==> src/rtl/risc_pkg.sv <==
// Shared types and constants for the RISC pipeline front end.
package risc_pkg;
  localparam int unsigned INST_W = 32;
  localparam int unsigned PC_W   = 32;
  localparam logic [INST_W-1:0] HALT_INST = 32'hFFFF_FFFF;

  typedef struct packed {
    logic [INST_W-1:0] inst;
    logic [PC_W-1:0]   pc;
  } fetch_entry_t;
endpackage

==> src/rtl/sync_fifo.sv <==
// Single-clock FIFO with synchronous clear; DEPTH must be a power of two.
module sync_fifo #(
  parameter int unsigned WIDTH = 32,
  parameter int unsigned DEPTH = 4
) (
  input  logic                         clk,
  input  logic                         rst_n,
  input  logic                         clear,
  input  logic                         push,
  input  logic                         pop,
  input  logic [WIDTH-1:0]             wdata,
  output logic [WIDTH-1:0]             rdata,
  output logic [$clog2(DEPTH+1)-1:0]   count,
  output logic                         full,
  output logic                         empty
);
  localparam int unsigned PW = $clog2(DEPTH);
  localparam int unsigned CW = $clog2(DEPTH+1);

  logic [WIDTH-1:0] mem [DEPTH];
  logic [PW-1:0]    wr_ptr;
  logic [PW-1:0]    rd_ptr;
  logic             do_push;
  logic             do_pop;

  assign full    = (count == CW'(DEPTH));
  assign empty   = (count == '0);
  assign do_pop  = pop & ~empty;
  assign do_push = push & (~full | do_pop);
  assign rdata   = mem[rd_ptr];

  always_ff @(posedge clk or negedge rst_n) begin
    if (!rst_n) begin
      wr_ptr <= '0;
      rd_ptr <= '0;
      count  <= '0;
      for (int unsigned i = 0; i < DEPTH; i++) mem[i] <= '0;
    end else if (clear) begin
      wr_ptr <= '0;
      rd_ptr <= '0;
      count  <= '0;
    end else begin
      if (do_push) begin
        mem[wr_ptr] <= wdata;
        wr_ptr      <= wr_ptr + 1'b1;
      end
      if (do_pop) rd_ptr <= rd_ptr + 1'b1;
      count <= count + CW'(do_push) - CW'(do_pop);
    end
  end
endmodule

==> src/rtl/inst_prefetch_queue.sv <==
// Instruction prefetch queue: credit-limited imem fetch, output FIFO, redirect flush.
// Optional halt detection when INST_PREFETCH_HALT_DETECT_EN is defined.
module inst_prefetch_queue
  import risc_pkg::*;
#(
  parameter int unsigned     DEPTH    = 4,
  parameter logic [PC_W-1:0] RESET_PC = 32'h0
) (
  input  logic              clk,
  input  logic              rst_n,
  input  logic              redirect_valid,
  input  logic [PC_W-1:0]   redirect_pc,
  output logic              imem_req,
  output logic [PC_W-1:0]   imem_addr,
  input  logic              imem_gnt,
  input  logic              imem_rvalid,
  input  logic [INST_W-1:0] imem_rdata,
  output logic              out_valid,
  output logic [INST_W-1:0] out_inst,
  output logic [PC_W-1:0]   out_pc,
  input  logic              out_ready,
  output logic              fetch_halted
);
  localparam int unsigned CW = $clog2(DEPTH+1);

  logic [CW-1:0]   count;
  logic [CW-1:0]   inflight;
  logic [CW-1:0]   drop_cnt;
  logic [PC_W-1:0] fetch_pc;
  logic [PC_W-1:0] tracker_pc;
  logic [CW:0]     occupancy;
  logic            grant;
  logic            accept;
  logic            pop;
  logic            out_full;
  logic            out_empty;
  logic            tracker_full;
  logic            tracker_empty;
  fetch_entry_t    push_entry;
  fetch_entry_t    head;

  assign occupancy  = {1'b0, count} + {1'b0, inflight};
  // Gated by rst_n so the request is low for the whole reset period.
  assign imem_req   = rst_n & ~redirect_valid & ~fetch_halted & (occupancy < (CW+1)'(DEPTH));
  assign imem_addr  = fetch_pc;
  assign grant      = imem_req & imem_gnt;
  assign accept     = imem_rvalid & (drop_cnt == '0) & ~redirect_valid;
  assign out_valid  = ~out_empty & ~redirect_valid;
  assign pop        = out_valid & out_ready;
  assign push_entry = '{inst: imem_rdata, pc: tracker_pc};
  assign out_inst   = head.inst;
  assign out_pc     = head.pc;

  sync_fifo #(.WIDTH($bits(fetch_entry_t)), .DEPTH(DEPTH)) u_out_fifo (
    .clk   (clk),
    .rst_n (rst_n),
    .clear (redirect_valid),
    .push  (accept),
    .pop   (pop),
    .wdata (push_entry),
    .rdata (head),
    .count (count),
    .full  (out_full),
    .empty (out_empty)
  );

  // Tracker is never cleared: stale requests still return and must pop their PC.
  sync_fifo #(.WIDTH(PC_W), .DEPTH(DEPTH)) u_pc_tracker (
    .clk   (clk),
    .rst_n (rst_n),
    .clear (1'b0),
    .push  (grant),
    .pop   (imem_rvalid),
    .wdata (fetch_pc),
    .rdata (tracker_pc),
    .count (inflight),
    .full  (tracker_full),
    .empty (tracker_empty)
  );

  always_ff @(posedge clk or negedge rst_n) begin
    if (!rst_n) begin
      fetch_pc <= RESET_PC;
      drop_cnt <= '0;
    end else if (redirect_valid) begin
      fetch_pc <= redirect_pc;
      drop_cnt <= inflight - CW'(imem_rvalid);
    end else begin
      if (grant) fetch_pc <= fetch_pc + 1'b1;
      if (imem_rvalid && drop_cnt != '0) drop_cnt <= drop_cnt - 1'b1;
    end
  end

`ifdef INST_PREFETCH_HALT_DETECT_EN
  always_ff @(posedge clk or negedge rst_n) begin
    if (!rst_n)                                     fetch_halted <= 1'b0;
    else if (redirect_valid)                        fetch_halted <= 1'b0;
    else if (accept && imem_rdata == HALT_INST)     fetch_halted <= 1'b1;
  end
`else
  assign fetch_halted = 1'b0;
`endif

  a_rvalid_has_request: assert property (@(posedge clk) disable iff (!rst_n)
    imem_rvalid |-> !tracker_empty);
  a_no_tracker_overflow: assert property (@(posedge clk) disable iff (!rst_n)
    grant |-> (!tracker_full || imem_rvalid));
  a_no_fifo_overflow: assert property (@(posedge clk) disable iff (!rst_n)
    accept |-> (!out_full || pop));
endmodule

==> config.mk <==
export PLATFORM = sky130hd
export DESIGN_NAME = inst_prefetch_queue
export DESIGN_NICKNAME = d
export VERILOG_FILES = /design/src/rtl/risc_pkg.sv /design/src/rtl/sync_fifo.sv /design/src/rtl/inst_prefetch_queue.sv
export SDC_FILE = /design/constraint.sdc
export NUM_CORES = 1
export LEC_CHECK = 0
export ABC_AREA = 1
export BUFFER_PORTS_ARGS = -buffer_cell sky130_fd_sc_hd__buf_2
export CORE_MARGIN = 2
export CORE_UTILIZATION = 60
export CTS_CLUSTER_DIAMETER = 80
export DETAILED_ROUTE_END_ITERATION = 6
export PLACE_DENSITY_LB_ADDON = 0.05
export SLEW_MARGIN = 5
export SYNTH_ARGS = -nofsm -noshare
export SYNTH_HDL_FRONTEND = slang
export SYNTH_SLANG_ARGS = --single-unit
==> constraint.sdc <==
create_clock -name clk -period 3.4 [get_ports clk]
set_input_delay 0.51 -clock clk [delete_from_list [all_inputs] [get_ports clk]]
set_output_delay 0.51 -clock clk [all_outputs]
set_load 0.02 [all_outputs]
### Word level (Yosys, flattened, before mapping)

Index checks and enable logic that the tools add are counted.

| storage, ports and cells | value |
|---|---|
| latch bits | 0 |
| input port bits | 70 |
| output and inout bits | 99 |
| memory bits (read-only) | 0 |
| register bits | 433 |
| RAM bits | 0 |
| memories kept | 0 |

| operators by class | value |
|---|---|
| add/sub/neg operators | 12 |
| reductions and logical operators | 12 |
| shifts and indexed selects | 0 |
| multipliers | 0 |
| bitwise operators | 22 |
| mux-type cells | 21 |
| $lt $le $gt $ge | 7 |
| divide/modulo/power cells | 0 |
| eq/ne operators | 2 |

Operators with widths:

| cell | number |
|---|---|
| 256-bit bitwise mux | 1 |
| 64-bit two-way mux | 3 |
| 32-bit two-way mux | 5 |
| 64-bit binary-select mux with 2-bit select | 1 |
| 128-bit bitwise mux | 1 |
| 64-bit demux with 2-bit select | 1 |
| 32-bit binary-select mux with 2-bit select | 1 |
| 32-bit demux with 2-bit select | 1 |
| 32-bit by 1-bit adder with 32-bit output (second input constant) | 1 |
| 3-bit greater-or-equal comparator (second input constant) | 4 |
| 2-bit NOT with 3-bit output | 4 |
| 1-bit AND | 11 |
| 3-bit zero test | 3 |
| 3-bit two-way mux | 3 |
| 3-bit by 1-bit subtractor with 3-bit output | 3 |
| 2-bit by 1-bit adder with 2-bit output (second input constant) | 4 |
| 2-bit two-way mux | 4 |
| 2-bit nonzero test | 4 |
| 3-bit by 1-bit adder with 3-bit output | 2 |
| 3-bit == test (second input constant) | 2 |
| 3-bit by 1-bit < comparator with 1-bit output (second input constant) | 2 |
| 1-bit NOT | 5 |
| 3-bit by 3-bit adder with 4-bit output | 1 |
| 4-bit by 3-bit < comparator with 1-bit output (second input constant) | 1 |
| 5 further kinds | 8 |

### Depth between registers and ports, before layout

| logic depth | value |
|---|---|
| word-level depth | 10 |
| gate-level depth with buffers | 13 |
| gate-level depth less buffers | 11 |

### Cells and area by module

Synthesis repeated with hierarchy kept, for this count alone.

| second synthesis, totals | value |
|---|---|
| cells, all modules | 2719 |
| area, all modules | 20826.2 um^2 |

Modules (own cells, without submodules):

| module | cells each | area each (um^2) | instances | sequential area each (um^2) |
|---|---|---|---|---|
| sync_fifo (u_out_fifo) | 1499 | 11965.2 | 1 | 6581.3 |
| sync_fifo (u_pc_tracker) | 780 | 6168.4 | 1 | 3378.2 |
| inst_prefetch_queue | 440 | 2692.6 | 1 | 875.8 |

### Worst setup path before layout

Ideal clock, no wire load.

| path | value |
|---|---|
| path type | reg-to-reg |
| start point | register u_out_fifo.count[1] |
| end point | register u_pc_tracker.count[2] |
| stages on the path, launching flop included | 13 |
| setup time | 0.129 ns |
| buffers on the path | 1 |
| path slack | 1.020 ns |
| required time | 3.271 ns |
| data arrival time | 2.252 ns |
| clock period less this slack | 2.380 ns |
| cells stage by stage | dfrtp_1 > ha_1 > nand3_1 > nand2_1 > nor2_2 > nand2_2 > clkinv_2 > nand2_2 > clkinv_2 > buf_2 > ha_1 > fa_1 > xor2_1 |

| on the way | value |
|---|---|
| word-level cells in the longest chain between the ends | 7 |

RTL lines:

| item | RTL line | source |
|---|---|---|
| start, declared | sync_fifo.sv:13 | `output logic [$clog2(DEPTH+1)-1:0] count,` |
| start signal, assigned | sync_fifo.sv:48 | `count <= count + CW'(do_push) - CW'(do_pop);` |
| 3-bit by 3-bit adder with 4-bit output | inst_prefetch_queue.sv:42 | `assign occupancy = {1'b0, count} + {1'b0, inflight};` |
| 4-bit by 3-bit < comparator with 1-bit output | inst_prefetch_queue.sv:44 | `assign imem_req = rst_n & ~redirect_valid & ~fetch_halted & (occupancy < (CW+1)'(DEPTH));` |
| 1-bit AND | inst_prefetch_queue.sv:44 |  |
| via imem_req | inst_prefetch_queue.sv:13 | `output logic imem_req,` |
| 1-bit AND | inst_prefetch_queue.sv:46 | `assign grant = imem_req & imem_gnt;` |
| 1-bit AND | sync_fifo.sv:29 | `assign do_push = push & (~full \| do_pop);` |
| via u_pc_tracker.do_push | sync_fifo.sv:23 | `logic do_push;` |
| 3-bit by 1-bit adder with 3-bit output | sync_fifo.sv:48 |  |
| 3-bit by 1-bit subtractor with 3-bit output | sync_fifo.sv:48 |  |
| end signal, assigned | sync_fifo.sv:48 |  |
| end, declared | sync_fifo.sv:13 |  |

The timed path passes the listed nets, and every way through them passes these cells.
A chain may end at the register's enable or synchronous reset.

### Worst setup path after layout

| path | value |
|---|---|
| start point | register u_out_fifo.rd_ptr[1] |
| end point | output out_pc[2] |

| on the way | value |
|---|---|
| word-level cells in the longest chain between the ends | 4 |

RTL lines:

| item | RTL line | source |
|---|---|---|
| start, declared | sync_fifo.sv:22 | `logic [PW-1:0] rd_ptr;` |
| start signal, assigned | sync_fifo.sv:47 | `if (do_pop) rd_ptr <= rd_ptr + 1'b1;` |
| 2-bit NOT with 3-bit output (implied by the code) | sync_fifo.sv:30 | `assign rdata = mem[rd_ptr];` |
| 64-bit binary-select mux with 2-bit select | sync_fifo.sv:30 |  |
| 64-bit two-way mux (implied by the code) (2 in a row) | sync_fifo.sv:30 |  |
| end, declared | inst_prefetch_queue.sv:20 | `output logic [PC_W-1:0] out_pc,` |

No other way between the ends. The select of a mux whose other input is x is not followed.

==> impl_metrics.tcl <==
set metrics [dict create \
    outcome "finished, final reports clean" \
    powerDensity_nw_per_um2 830 \
    worstPathArrival_ps 2730 \
    rsz0062_at_grt "no" \
    drive_gt1_share_pct 11.2 \
    hold_class "primary input to async pin" \
    cts_setup_buffers 0 \
    place_congestion 0.842 \
    final_cells 3279 \
    multiInputGateArea_sq_um 9390 \
    grt_usage_pct 32.8 \
    cp.required_ps 2890 \
    seqCellArea_sq_um 10800 \
    synth_edf_count 0 \
    path_cells "clkinv_1 > buf_4 > o21ai_0 > o22ai_1 > buf_2" \
    final_area_sq_um 24000 \
    wl_mm 61.9 \
    drt_iter0_drc 1847 \
    netlist_area_sq_um 21800 \
    slowest_stage "clkinv_1" \
    setup-tns-final_ps 0 \
    p_leak_nw 12.7 \
    cts_tree "built" \
    cts_hold_buf 0 \
    cts_num_sinks 433 \
    core_sq_um 35700 \
    port_buffers 167 \
    slew_headroom_pct 27.4 \
    ant_nets 0 \
    grt_antenna_before_repair 0 \
    vias_per_cell 6.07 \
    clock-root-buffer "clkbuf_16" \
    synth.area.top_cells "dfrtp_1 (50%), nand2_1 (17%), nand4_1 (7.4%)" \
    grt_max_degree 169 \
    cts-resized-gates 0 \
    dieArea_sq_um 37800 \
    h-tree-depth 2 \
    place_area_sq_um 22400 \
    grt_pass1_wl_mm 101 \
    clkLatencyLatePin_ps 560 \
    ys_warn_count 0 \
    fmax_ghz 0.308 \
    place_inst 3194 \
    die_h_um 194 \
    synth_commonest_cells "nand2_1 (959), dfrtp_1 (433), nand4_1 (259), nor2_1 (255), o21ai_0 (202)" \
    max-cap-violations 0 \
    postSynthAreaPerCell_sq_um 7.88 \
    yosys_most_used_dff "dfrtp_1" \
    final-setup-viol-count 0 \
    start_util_pct 61.1 \
    ios 169 \
    yosysUniqueCellTypes 33 \
    yosysSeqAreaShare_pct 49.8 \
    wl_per_cell_um 18.9 \
    dr.pass1.iters 6 \
    synth-seq-cells 433 \
    cp-start-kind "flip-flop" \
    synth.most_common_cell "nand2_1" \
    row_count 69 \
    finalHoldViolations 0 \
    synth_nets 2855 \
    end_kind "output port" \
    tightest_slew_ps 1080 \
    period_needed_ps 3240 \
    synthArstFlopShare_pct 100 \
    crit_path_max_incr_delay_ps 830 \
    fin_skew_ps 14.2 \
    gr-total-overflow 0 \
    path_class "flip-flop to output port" \
    nets 2873 \
    syn_inst 2764 \
    dieWidth_um 194 \
    period_share_pct 95.3 \
    numCtsBuffers 47 \
    clock_path_buffers 3 \
    drc 0 \
    path_max_fanout 29 \
    via_count 19900 \
    dp_hpwl_mm 36.1 \
    path_clk_slew_ps 60 \
    yosysTopAreaCell "dfrtp_1" \
    first_global_vias 19300 \
    peakVddDrop_v 0.000468 \
    finalMaxSlewViolations 0 \
    fillers 3092 \
    area_growth_pct 10.2 \
    synth_top_area_share_pct 49.8 \
    antenna_cells 0 \
]
## cells by family after synthesis
logic type	after synthesis	share of synthesized area (%)
and+or+nand+nor	1664	33.1
DFF	433	49.8
AOI/OAI and AO/OA	313	7.89
buffers and inverters	312	7.17
adders and majority gates	21	1.28
xor gates and xnor gates	20	0.805
other	1	0.0172
## power by group
group / internal, mW / switching (mW) / total [mW]
clock: 3.12 / 2.07 / 5.20
sequential: 6.39 / 0.887 / 7.28
combinational: 2.19 / 5.25 / 7.45
## cell usage in the layout (no fill, tap or decap), types with 2 or more instances in the layout
cell       synthesis  routed
nand2_1          959     959
dfrtp_1          433     431
nand4_1          259     259
nor2_1           255     255
o21ai_0          202     202
nand3_1          175     175
buf_2             90     166
o22ai_1           96      96
inv_1             56      54
clkbuf_16          0      49
buf_4              7      42
xor2_1            15      15
ha_1              19      15
clkbuf_8           0      12
clkinv_2           2      11
clkbuf_1         118      11
buf_12             0      11
o211ai_1           9       9
xnor2_1            5       5
nand3_4            4       4
ha_2               0       4
inv_2              3       3
nand3b_1           3       3
bufinv_16          0       3
a21oi_1            2       2
nor2_2             2       2
nand2_2            2       2
o21bai_1           2       2
or2_2              2       2
nor3_1             2       2
fa_1               2       2
## stage by stage
step | utilization, % | setup slack [ps] | hold slack, ps | power [mW]
after floorplan | - | 1020 | 214 | 12.2
after global placement | 62.9 | 637 | 447 | 14.5
after detailed placement | 62.9 | 554 | 453 | 14.7
after CTS | 67.3 | 209 | 38.5 | 19.9
after global routing | 67.3 | 41.1 | 59.6 | 21.1
final | 67.3 | 158 | 44.5 | 19.9
## routing by layer
layer / vias to the layer above / global-route usage [%] / share of wire [%]
met5: - / 0 / 0
met4: 0 / 11.7 / 2.7
met3: 124 / 3.51 / 6.9
met2: 863 / 53.7 / 48
met1: 9642 / 45.8 / 42
li1: 9270 / - / -
## final cells by class
cell class	count	share of cell area, %
sequential	433	45.2
tap	461	2.40
clock buffer	72	5.97
timing repair buffer	220	5.76
inverter	61	0.970
clock inverter	13	0.610
multi-input combinational	2019	39.1
## worst paths after layout
| check | startpoint | end | slack [ps] | cells after the start |
|---|---|---|---|---|
| setup / recovery | u_out_fifo.rd_ptr[1] | out_pc[2] | 160 | 5 |
| setup reg to reg | u_out_fifo.count[1] | u_pc_tracker.count[2] | 520 | 11 |
| max in group asynchronous | rst_n | u_pc_tracker.mem[105] | 1870 | 3 |
| min in group clk | redirect_pc[17] | imem_addr[17] | 170 | 3 |
| hold / removal | rst_n | u_out_fifo.mem[5] | 40 | 2 |
| hold reg to reg | u_pc_tracker.mem[42] | u_pc_tracker.mem[42] | 460 | 2 |
## flip-flops by register name, summed over array words and instances, names as in the netlist
signal	cells
drop_cnt	3
imem_addr	32
u_out_fifo.count	3
u_out_fifo.mem	256
u_out_fifo.rd_ptr	2
u_out_fifo.wr_ptr	2
u_pc_tracker.count	3
u_pc_tracker.mem	128
u_pc_tracker.rd_ptr	2
u_pc_tracker.wr_ptr	2
## worst max-delay path: cells and delay by family, from the launching register on
family                 cells  cell delay, ps
buffers and inverters      3            1550
flip-flops                 1             360
AO/OA/AOI/OAI              2             250
Note: power is estimated with default switching activity, not from simulation.
